<file path="src/rtl/y86_pkg.sv">
// Shared Y86-64 definitions: instruction codes, status codes and the
// memory-stage state encoding.
package y86_pkg;

  localparam logic [3:0] IHALT   = 4'h0;
  localparam logic [3:0] INOP    = 4'h1;
  localparam logic [3:0] IRRMOVQ = 4'h2;
  localparam logic [3:0] IIRMOVQ = 4'h3;
  localparam logic [3:0] IRMMOVQ = 4'h4;
  localparam logic [3:0] IMRMOVQ = 4'h5;
  localparam logic [3:0] IOPQ    = 4'h6;
  localparam logic [3:0] IJXX    = 4'h7;
  localparam logic [3:0] ICALL   = 4'h8;
  localparam logic [3:0] IRET    = 4'h9;
  localparam logic [3:0] IPUSHQ  = 4'hA;
  localparam logic [3:0] IPOPQ   = 4'hB;

  localparam logic [2:0] SAOK = 3'd1;
  localparam logic [2:0] SHLT = 3'd2;
  localparam logic [2:0] SADR = 3'd3;
  localparam logic [2:0] SINS = 3'd4;

  typedef enum logic [1:0] {
    ST_IDLE   = 2'd0,
    ST_ACCESS = 2'd1,
    ST_DONE   = 2'd2
  } mem_state_e;

endpackage

</file>
<file path="src/rtl/mem_addr_sel.sv">
// Combinational operation decode for the memory stage: picks address, write
// data and direction, and checks that the 8-byte access fits in memory.
module mem_addr_sel
  import y86_pkg::*;
#(
  parameter int unsigned MEM_BYTES = 8192
) (
  input  logic [3:0]  icode,
  input  logic [63:0] valE,
  input  logic [63:0] valA,
  input  logic [63:0] valP,
  output logic [63:0] addr,
  output logic [63:0] wdata,
  output logic        we,
  output logic        access,
  output logic        legal
);

  // Highest legal start address; the compare is unsigned so huge addresses
  // cannot wrap back into range.
  localparam logic [63:0] LAST_OK = 64'(MEM_BYTES - 8);

  always_comb begin
    addr   = valE;
    wdata  = valA;
    we     = 1'b0;
    access = 1'b0;
    unique case (icode)
      IRMMOVQ, IPUSHQ: begin
        we     = 1'b1;
        access = 1'b1;
      end
      ICALL: begin
        we     = 1'b1;
        access = 1'b1;
        wdata  = valP;
      end
      IMRMOVQ: access = 1'b1;
      IPOPQ, IRET: begin
        access = 1'b1;
        addr   = valA;
      end
      default: ;
    endcase
    legal = (addr <= LAST_OK);
  end

endmodule

</file>
<file path="src/rtl/mem_access.sv">
// SEQ Y86-64 memory stage: performs at most one 8-byte bus access per
// instruction over a req/ack bus and reports valM and the resulting status.
module mem_access
  import y86_pkg::*;
#(
  parameter int unsigned MEM_BYTES = 8192,
  parameter int unsigned TIMEOUT   = 255
) (
  input  logic        clk,
  input  logic        rst_n,
  input  logic        start,
  input  logic [3:0]  icode,
  input  logic [63:0] valE,
  input  logic [63:0] valA,
  input  logic [63:0] valP,
  input  logic [2:0]  stat_in,
  output logic        mem_req,
  output logic        mem_we,
  output logic [63:0] mem_addr,
  output logic [63:0] mem_wdata,
  input  logic        mem_ack,
  input  logic [63:0] mem_rdata,
  input  logic        mem_err,
  output logic [63:0] valM,
  output logic [2:0]  stat,
  output logic        busy,
  output logic        done
);

  localparam int unsigned CNT_W = $clog2(TIMEOUT + 1);
  localparam logic [CNT_W-1:0] CNT_LAST = CNT_W'(TIMEOUT - 1);

  mem_state_e       state_q, state_d;
  logic [CNT_W-1:0] cnt_q, cnt_d;
  logic [63:0]      addr_q, addr_d;
  logic [63:0]      wdata_q, wdata_d;
  logic             we_q, we_d;
  logic [63:0]      valm_q, valm_d;
  logic [2:0]       stat_q, stat_d;

  logic [63:0] sel_addr, sel_wdata;
  logic        sel_we, sel_access, sel_legal;

  mem_addr_sel #(
    .MEM_BYTES(MEM_BYTES)
  ) u_sel (
    .icode (icode),
    .valE  (valE),
    .valA  (valA),
    .valP  (valP),
    .addr  (sel_addr),
    .wdata (sel_wdata),
    .we    (sel_we),
    .access(sel_access),
    .legal (sel_legal)
  );

  // State register; everything returns to its reset value asynchronously so
  // mem_req drops the moment rst_n falls.
  always_ff @(posedge clk or negedge rst_n) begin
    if (!rst_n) begin
      state_q <= ST_IDLE;
      cnt_q   <= '0;
      addr_q  <= '0;
      wdata_q <= '0;
      we_q    <= 1'b0;
      valm_q  <= '0;
      stat_q  <= SAOK;
    end else begin
      state_q <= state_d;
      cnt_q   <= cnt_d;
      addr_q  <= addr_d;
      wdata_q <= wdata_d;
      we_q    <= we_d;
      valm_q  <= valm_d;
      stat_q  <= stat_d;
    end
  end

  always_comb begin
    state_d = state_q;
    unique case (state_q)
      ST_IDLE: begin
        if (start) begin
          if (stat_in != SAOK || !sel_access || !sel_legal) state_d = ST_DONE;
          else                                              state_d = ST_ACCESS;
        end
      end
      ST_ACCESS: begin
        if (mem_ack || cnt_q == CNT_LAST) state_d = ST_DONE;
      end
      ST_DONE: state_d = ST_IDLE;
      default: state_d = ST_IDLE;
    endcase
  end

  // Datapath next values: status/valM hold unless an operation resolves.
  always_comb begin
    cnt_d   = cnt_q;
    addr_d  = addr_q;
    wdata_d = wdata_q;
    we_d    = we_q;
    valm_d  = valm_q;
    stat_d  = stat_q;
    unique case (state_q)
      ST_IDLE: begin
        if (start) begin
          if (stat_in != SAOK) begin
            stat_d = stat_in;
          end else if (!sel_access) begin
            stat_d = SAOK;
          end else if (!sel_legal) begin
            stat_d = SADR;
          end else begin
            addr_d  = sel_addr;
            wdata_d = sel_wdata;
            we_d    = sel_we;
            cnt_d   = '0;
          end
        end
      end
      ST_ACCESS: begin
        if (mem_ack) begin
          if (mem_err) begin
            stat_d = SADR;
          end else begin
            stat_d = SAOK;
            if (!we_q) valm_d = mem_rdata;
          end
        end else begin
          cnt_d = cnt_q + 1'b1;
          if (cnt_q == CNT_LAST) stat_d = SADR;
        end
      end
      default: ;
    endcase
  end

  always_comb begin
    mem_req = (state_q == ST_ACCESS);
    busy    = (state_q != ST_IDLE);
    done    = (state_q == ST_DONE);
  end

  assign mem_we    = we_q;
  assign mem_addr  = addr_q;
  assign mem_wdata = wdata_q;
  assign valM      = valm_q;
  assign stat      = stat_q;

endmodule

</file>
<file path="config.mk">
export PLATFORM = sky130hd
export DESIGN_NAME = mem_access
export DESIGN_NICKNAME = d
export VERILOG_FILES = /design/src/rtl/y86_pkg.sv /design/src/rtl/mem_addr_sel.sv /design/src/rtl/mem_access.sv
export SDC_FILE = /design/constraint.sdc
export NUM_CORES = 1
export LEC_CHECK = 0
export BUFFER_PORTS_ARGS = -buffer_cell sky130_fd_sc_hd__buf_2
export CORE_AREA = 4 4 182 184
export DETAILED_ROUTE_END_ITERATION = 12
export DIE_AREA = 0 0 186 188
export REMOVE_ABC_BUFFERS = 1
export SKIP_LAST_GASP = 1
export SYNTH_ARGS = -nofsm -noshare
export SYNTH_HDL_FRONTEND = slang
export SYNTH_SLANG_ARGS = --single-unit
</file>
<file path="constraint.sdc">
create_clock -name clk -period 2.1 [get_ports clk]
set_input_delay 0.315 -clock clk [delete_from_list [all_inputs] [get_ports clk]]
set_output_delay 0.315 -clock clk [all_outputs]
set_load 0.02 [all_outputs]
</file>
==> results of run 1 <==
-- logic make-up (layout without fill, tap and decap cells) --
family,count (synthesis),count (layout)
fa+ha+maj,2,2
buf+inv,42,627
flops,206,206
simple gates,218,218
compound gates,93,93
mux,143,143
xor+xnor,5,5
-- path summary, 6_finish.rpt --
check	startpoint	endpoint	slack, ns
setup / recovery	valE[45]	stat[1]	0.14
hold / removal	mem_rdata[7]	valM[7]	0.03
setup reg to reg	state_q[1]	valM[25]	0.22
hold reg to reg	mem_addr[10]	mem_addr[10]	0.48
max in group asynchronous	rst_n	stat[0]	1.07
min in group asynchronous	rst_n	valM[52]	0.38
-- timing repair --
item                                    in CTS  in global routing
endpoints found under the hold margin       80                  1
pin swaps                                    0                  1
gates resized for setup                      4                  1
setup buffers                                0                  0
hold buffers                                29                  1
endpoints found under the setup margin     142                136
-- cell usage after synthesis (4+ instances only) --
cell	number
nand4_1	9
nand2b_1	4
clkbuf_1	14
inv_1	4
nor2_1	13
and2_1	21
nor4_1	28
buf_2	8
and2_4	30
dfrtp_1	205
buf_6	13
nand2_1	86
o21ai_0	4
nand3_1	6
nor3_1	8
o21ai_1	75
mux2i_1	78
mux2_2	64
-- sequential cells by signal, summed over array words and instances (netlist names) --
register and flops:
cnt_q 8, mem_addr 64, mem_wdata 64, mem_we 1, stat 3, state_q 2
valM 64
-- area by class of cell --
cell class | instances | area (um^2) | share of cell area [%]
Clock inverter | 14 | 166 | 1.26
Clock buffer | 29 | 629 | 4.75
Tap cell | 402 | 503 | 3.80
Multi-Input combinational cell | 461 | 3360 | 25.3
Sequential cell | 206 | 5160 | 38.9
Timing Repair Buffer | 580 | 3420 | 25.8
Inverter | 4 | 15.0 | 0.113
-- stage by stage --
step                power, mW  cells  cell area [um^2]  setup WS [ns]  setup TNS (ns)
floorplan                4.40    671              8460          -8.87        -1118.57
global placement         4.95   1623             12100         -0.923         -126.05
detailed placement       4.96   1623             12100         -0.951         -127.80
CTS                      9.32   1695             13200        0.00964               0
global route             9.57   1696             13300         0.0411               0
finish                   9.11   1696             13300          0.142               0
-- power by group through the flow --
stage	logic (mW)	clock network (mW)	registers, mW
2_1_floorplan	0.196	0	4.21
3_3_place_gp	0.811	0	4.14
3_5_place_dp	0.819	0	4.14
4_1_cts	0.866	4.39	4.06
5_1_grt	0.939	4.56	4.07
6_report	0.854	4.19	4.07
-- layer usage --
layer / wire (um) / up-vias / track usage, %
li1: - / 3624 / -
met1: 11400 / 3517 / 19.0
met2: 14300 / 359 / 28.2
met3: 2770 / 53 / 4.77
met4: 891 / 2 / 5.16
met5: 13 / - / 0
==> reports/qor.log, run 1 <==
[clock_tree] clock transition at the registers of the reported paths 0.06 ns
[sta] final worst path period need 1.96 ns
[synth] proportion of register bits with asynchronous set or reset after synthesis 100%
[pwr] net load switching power 2.13 mW
[setup_path] highest-delay cell along the critical path nor4_1
[sta] Worst-Margin Slew 0.759 ns
[final_layout] post-layout net count 1547
[synth] share of the synthesized area in the top cell type 58.8%
[global_route] remaining global-route overflow 0
[min_path] count of cells along the worst hold path 2
[clock_tree] clock tree from TritonCTS yes
[detailed_routing] vias post-DR 7555
[clock_tree] clock network latency to the later pin of the worst-skew pair 0.52 ns
[setup_path] crit path DAT 2.35 ns
[final_layout] Area growth syn-to-layout 52.0%
[pwr] IR drop worst, VDD 472 uV
[synth] xor/xnor share of the synthesized area 0.502%
[setup_path] critical-path maximum fanout 2
[synth] share of the yosys chip area belonging to registers 59.2%
[sta] endpoints failing setup 0
[min_path] class of the most critical hold timing path input port to register
[sta] max-slew violation count 0
[synth] FF+latch count, synth 206
[clock_tree] buffer levels on the longest clock path 3
[detailed_routing] average wire per cell in the routed design 17.3 um
[synth] number of cells produced by synthesis 709
[setup_path] cell type group with the largest total delay on the critical path simple AND/OR/NAND/NOR gates
[synth] number of enable flip-flop cells after synthesis 0
[die] top-level I/O count 467
[detailed_routing] number of nets with antenna violations after routing 0
[synth] synthesized-area fraction occupied by ao, oa, aoi and oai cells 5.76%
[final_layout] Filler Cell Count 3019
[die] Site Rows 65
[synth] simple logic cell fraction of the synthesized area 13.9%
[synth] mux share of post-synthesis cell area 17.4%
[pwr] leakage power summed over all cells 7.15 nW
[sta] setup clock skew after layout 0.00808 ns
[sta] max_slew headroom 48.9%
[setup_path] classification of the worst setup path input port to register
[clock_tree] CTS sink cnt 206
[die] effective utilization at floorplan 27.8%
[pwr] fraction of power consumed by combinational cells 9.4%
[setup_path] most numerous cell on the critical path nor4_1
[setup_path] CP max stage delay 0.62 ns
[final_layout] fraction of layout cells with a size suffix above 1 53.9%
[global_route] number of antenna violations at the first check in global routing 2
[clock_tree] depth of the CTS H-tree 1
[global_route] gr usage total 16.1%
[setup_path] critical path data required time 2.49 ns
[global_route] wire length of the first global-routing pass 44600 um
[synth] dominant combinational cell family by area after synthesis multiplexers
[final_layout] ANT cells 0
[synth] library cell with the largest summed area after synthesis dfrtp_1
[synth] synth unique cells 42
[pwr] sequential share of power 44.6%
[pwr] cell-internal power 6.98 mW
[setup_path] nature of the critical path startpoint input port
[setup_path] crit-path cells buf_2 -> nor4_1 -> nand4_1 -> nor4_1 -> o211ai_1 -> o21ai_1 -> mux2_1
[setup_path] critical path capture point type register
[final_layout] commonest non-fill, non-tap cells in the layout buf_2 (465), dfrtp_1 (205), nand2_1 (86)
[pwr] Net Sw Frac 23.4%
[die] core area 31400 um^2
[global_route] vias in the first global route 7946
[sta] Hold Fails Final Rpt 0
[sta] unrepaired setup endpoints after global routing no
[die] Die Ht 188 um
[placement] detailed-placement wirelength estimate 23300 um
[synth] adder and majority cell fraction of the synthesized area 0.287%
[clock_tree] Root Buffer clkbuf_16
[status] run status finished, final reports clean
[synth] summed instance area of the synthesized netlist 8720 um^2
[detailed_routing] first-pass iteration count of the detailed router 4
[detailed_routing] residual DRC count 0
[final_layout] Finished Core Util 42.2%
[global_route] maximum number of pins on one net before global-route repair 65
[synth] top flip-flop cell by instance count after synthesis dfrtp_1
[synth] warning count from the yosys run 0
[clock_tree] TritonCTS buffer count 24
[placement] port bufs 466
[job] number of max-cap violations 0
[setup_path] worst-case reg-to-reg path depth 4
[setup_path] CP Buf/Inv Count 1
[detailed_routing] number of design-rule violations left by the first detailed-router iteration 227
[synth] main area contributors after synthesis dfrtp_1 (59%), mux2i_1 (9.0%), mux2_2 (8.3%)
[sta] Period Utilization, post-route 93.2%
[synth] Post-Synthesis Mean Instance Area 12.3 um^2
[pwr] PwrDens 688 nW/um^2
[die] die area 35000 um^2
[sta] Peak Freq 511 MHz
[pwr] relative contribution of the clock network to total power 46.0%
[detailed_routing] Via density 4.45
[die] die width 186 um
[detailed_routing] Routed Wire Length 29400 um
[sta] Final Hold Slack 0.0330 ns
[placement] global placement routability congestion 0.911
[setup_path] CP Depth 7
[final_layout] commonest non-fill, non-tap cell in the layout buf_2
Power figures use the tool's default switching activity.
==> run 2, diff against run 1 <==
--- a/config.mk
+++ b/config.mk
@@ -9,6 +9,7 @@
 export CORE_AREA = 4 4 182 184
 export DETAILED_ROUTE_END_ITERATION = 12
 export DIE_AREA = 0 0 186 188
+export PLACE_DENSITY = 0.53
 export REMOVE_ABC_BUFFERS = 1
 export SKIP_LAST_GASP = 1
 export SYNTH_ARGS = -nofsm -noshare
==> constraint.sdc (replaced) <==
create_clock -name clk -period 2.35 [get_ports clk]
set_input_delay 0.3525 -clock clk [delete_from_list [all_inputs] [get_ports clk]]
set_output_delay 0.3525 -clock clk [all_outputs]
set_load 0.02 [all_outputs]
==> run 2 against run 1 <==
  * Cell count decreased by 3.8%
  * Routed wire length decreased by 4.1%
  * Final area decreased by 4.6%
  * Worst hold slack improved by 0.039 ns
  * Total power decreased by 12%
  * Die area unchanged
  * Largest power group unchanged
==> reports/qor.log, run 2 (same netlist as run 1, synthesis figures left out) <==
[status] run status finished, final reports clean
[setup_path] critical-path maximum fanout 19 [+17]
[global_route] gr usage total 15.4% [-0.78 points]
[detailed_routing] residual DRC count 0 [unchanged]
[sta] final worst path period need 2.11 ns
[die] Die Ht 188 um [unchanged]
[placement] global placement routability congestion 0.838 [-8.1%]
[sta] post-route setup slack 0.241 ns [+0.0994 ns]
[setup_path] CP max stage delay 0.36 ns [-0.26 ns]
[sta] endpoints failing setup 0 [unchanged]
[setup_path] highest-delay cell along the critical path nor4_1
[pwr] PwrDens 631 nW/um^2 [-8.3%]
[clock_tree] buffer levels on the longest clock path 3 [unchanged]
[final_layout] commonest non-fill, non-tap cell in the layout buf_2
[setup_path] classification of the worst setup path input port to register
[final_layout] Filler Cell Count 3094 [+2.5%]
[sta] max_slew headroom 54.1% [+5.2 points]
[sta] unrepaired setup endpoints after global routing no
[die] die area 35000 um^2 [unchanged]
[detailed_routing] number of nets with antenna violations after routing 0 [unchanged]
[die] Site Rows 65 [unchanged]
[clock_tree] depth of the CTS H-tree 1 [unchanged]
[detailed_routing] average wire per cell in the routed design 17.3 um [-0.29%]
[detailed_routing] number of design-rule violations left by the first detailed-router iteration 247 [+8.8%]
[die] die width 186 um [unchanged]
[clock_tree] clock transition at the registers of the reported paths 0.06 ns [about the same]
[placement] detailed-placement wirelength estimate 22700 um [-2.2%]
[global_route] number of antenna violations at the first check in global routing 3 [+1]
[sta] max-slew violation count 0 [unchanged]
[min_path] class of the most critical hold timing path input port to register
[die] top-level I/O count 467 [unchanged]
[clock_tree] clock tree from TritonCTS yes
[min_path] count of cells along the worst hold path 2 [unchanged]
[sta] Peak Freq 474 MHz
[sta] setup_tns 0 ns [unchanged]
[placement] placement-stage worst setup slack -0.620 ns [+0.330 ns]
[placement] Placement Cell Area 11800 um^2 [-2.3%]
[clock_tree] CTS sink cnt 206 [unchanged]
[setup_path] nature of the critical path startpoint input port
[placement] Placed Cells incl. Taps 1587 [-2.2%]
[clock_tree] clock network latency to the later pin of the worst-skew pair 0.50 ns [-0.02 ns]
[global_route] remaining global-route overflow 0 [unchanged]
[job] number of max-cap violations 0 [unchanged]
[setup_path] worst-case register-to-register setup slack 0.46 ns [+0.24 ns]
[die] effective utilization at floorplan 27.8% [unchanged]
[setup_path] crit-path cells buf_2 -> nor4_1 -> buf_4 -> nand4_1 -> buf_4 -> nor4_2 -> buf_4 -> o2111ai_4 -> buf_12 -> buf_4 -> nand2_1 -> o21ai_1
[global_route] wire length of the first global-routing pass 42700 um [-4.1%]
[clock_tree] TritonCTS buffer count 24 [unchanged]
[setup_path] critical path data required time 2.74 ns [+0.25 ns]
[setup_path] worst reg2reg path startpoint state_q[0]
[global_route] maximum number of pins on one net before global-route repair 71 [+9.2%]
[placement] port bufs 466 [unchanged]
[final_layout] post-layout net count 1482 [-4.2%]
[final_layout] fraction of layout cells with a size suffix above 1 53.9% [about the same]
[final_layout] final non-filler cell total 1631 [-3.8%]
[global_route] vias in the first global route 7542 [-5.1%]
[setup_path] crit path DAT 2.50 ns [+0.15 ns]
[sta] Worst-Margin Slew 0.682 ns [-0.0771 ns]
[setup_path] most numerous cell on the critical path buf_4
[min_path] WHS Endpoint valM[47]
[sta] Final Hold Slack 0.0719 ns [+0.0389 ns]
[sta] Hold Fails Final Rpt 0 [unchanged]
[detailed_routing] Routed Wire Length 28200 um [-4.1%]
[final_layout] commonest non-fill, non-tap cells in the layout buf_2 (465), dfrtp_1 (205), nand2_1 (86)
[min_path] Worst Min Path Start mem_rdata[47]
[final_layout] Area growth syn-to-layout 45.1%
[detailed_routing] Via density 4.38 [-1.6%]
[setup_path] worst-case reg-to-reg path depth 4 [unchanged]
[die] core area 31400 um^2 [unchanged]
[detailed_routing] first-pass iteration count of the detailed router 4 [unchanged]
[setup_path] Crit Reg-Reg Endpoint valM[1]
[pwr] overall power consumption 7.98 mW [-12%]
[sta] Period Utilization, post-route 89.7%
[pwr] IR drop worst, VDD 395 uV [-16%]
[sta] setup clock skew after layout 0.00959 ns [+0.00152 ns]
[final_layout] Finished Core Util 40.3% [-1.9 points]
[detailed_routing] vias post-DR 7150 [-5.4%]
[setup_path] critical path capture point type register
[pwr] leakage power summed over all cells 6.85 nW [-4.2%]
[clock_tree] Root Buffer clkbuf_16
[final_layout] finished layout cell area 12600 um^2 [-4.6%]
-- run 2: changes by cell type in the layout (fill, tap and decap cells not counted), sizes merged --
| cell | delta |
|---|---|
| diode | +1 |
| clkinvlp | -1 |
| clkinv | -1 |
| bufinv | -2 |
| dlygate4sd3 | -29 |
| clkbuf | +3 |
| buf | -36 |
-- run 2: worst max-delay path by stage --
stage	start	to	slack, ns	cells after the start
global placement	valA[34]	mem_wdata[1]	-0.66	11
CTS	valA[45]	mem_wdata[16]	0.1	12
global route	valA[34]	stat[1]	0.11	9
floorplan	icode[2]	mem_wdata[0]	-8.66	3
detailed placement	valA[34]	mem_wdata[24]	-0.62	11
finish	valA[45]	mem_wdata[1]	0.24	12
-- run 2: worst max-delay path: cells and delay by family --
| kind | cells | cell delay, ns |
|---|---|---|
| AOI/OAI and AO/OA | 2 | 0.19 |
| buffers and inverters | 6 | 1.07 |
| and+or+nand+nor | 4 | 0.88 |
-- run 2: timing repair --
action,CTS,global route
setup endpoints to repair,115,121
pin swaps,0,0
setup buffers,0,0
hold buffers,1,0
endpoints found under the hold margin,64,0
gates resized for setup,2,1
-- run 2: cell type report --
| class | count | area [um^2] | share of cell area, % |
|---|---|---|---|
| multi-input combinational | 461 | 3340 | 26.4 |
| clock buffer | 32 | 702 | 5.55 |
| antenna | 1 | 2.50 | 0.0198 |
| inverter | 4 | 15.0 | 0.119 |
| timing repair buffer | 515 | 2850 | 22.5 |
| sequential | 206 | 5160 | 40.8 |
| tap | 402 | 503 | 3.98 |
| clock inverter | 10 | 78.8 | 0.623 |
-- run 2: report_power, final --
group | switching (mW) | internal, mW | total, mW
combinational | 0.358 | 0.325 | 0.683
sequential | 0.0294 | 3.60 | 3.63
clock | 1.46 | 2.20 | 3.66
total | 1.85 | 6.12 | 7.98
-- run 2: layer usage --
layer | up-vias | wire length [um] | GRT usage (%)
li1 | 3502 | - | -
met1 | 3285 | 11600 | 19.5
met2 | 320 | 13300 | 25.9
met3 | 39 | 2690 | 4.42
met4 | 4 | 538 | 3.56
met5 | - | 26 | 0
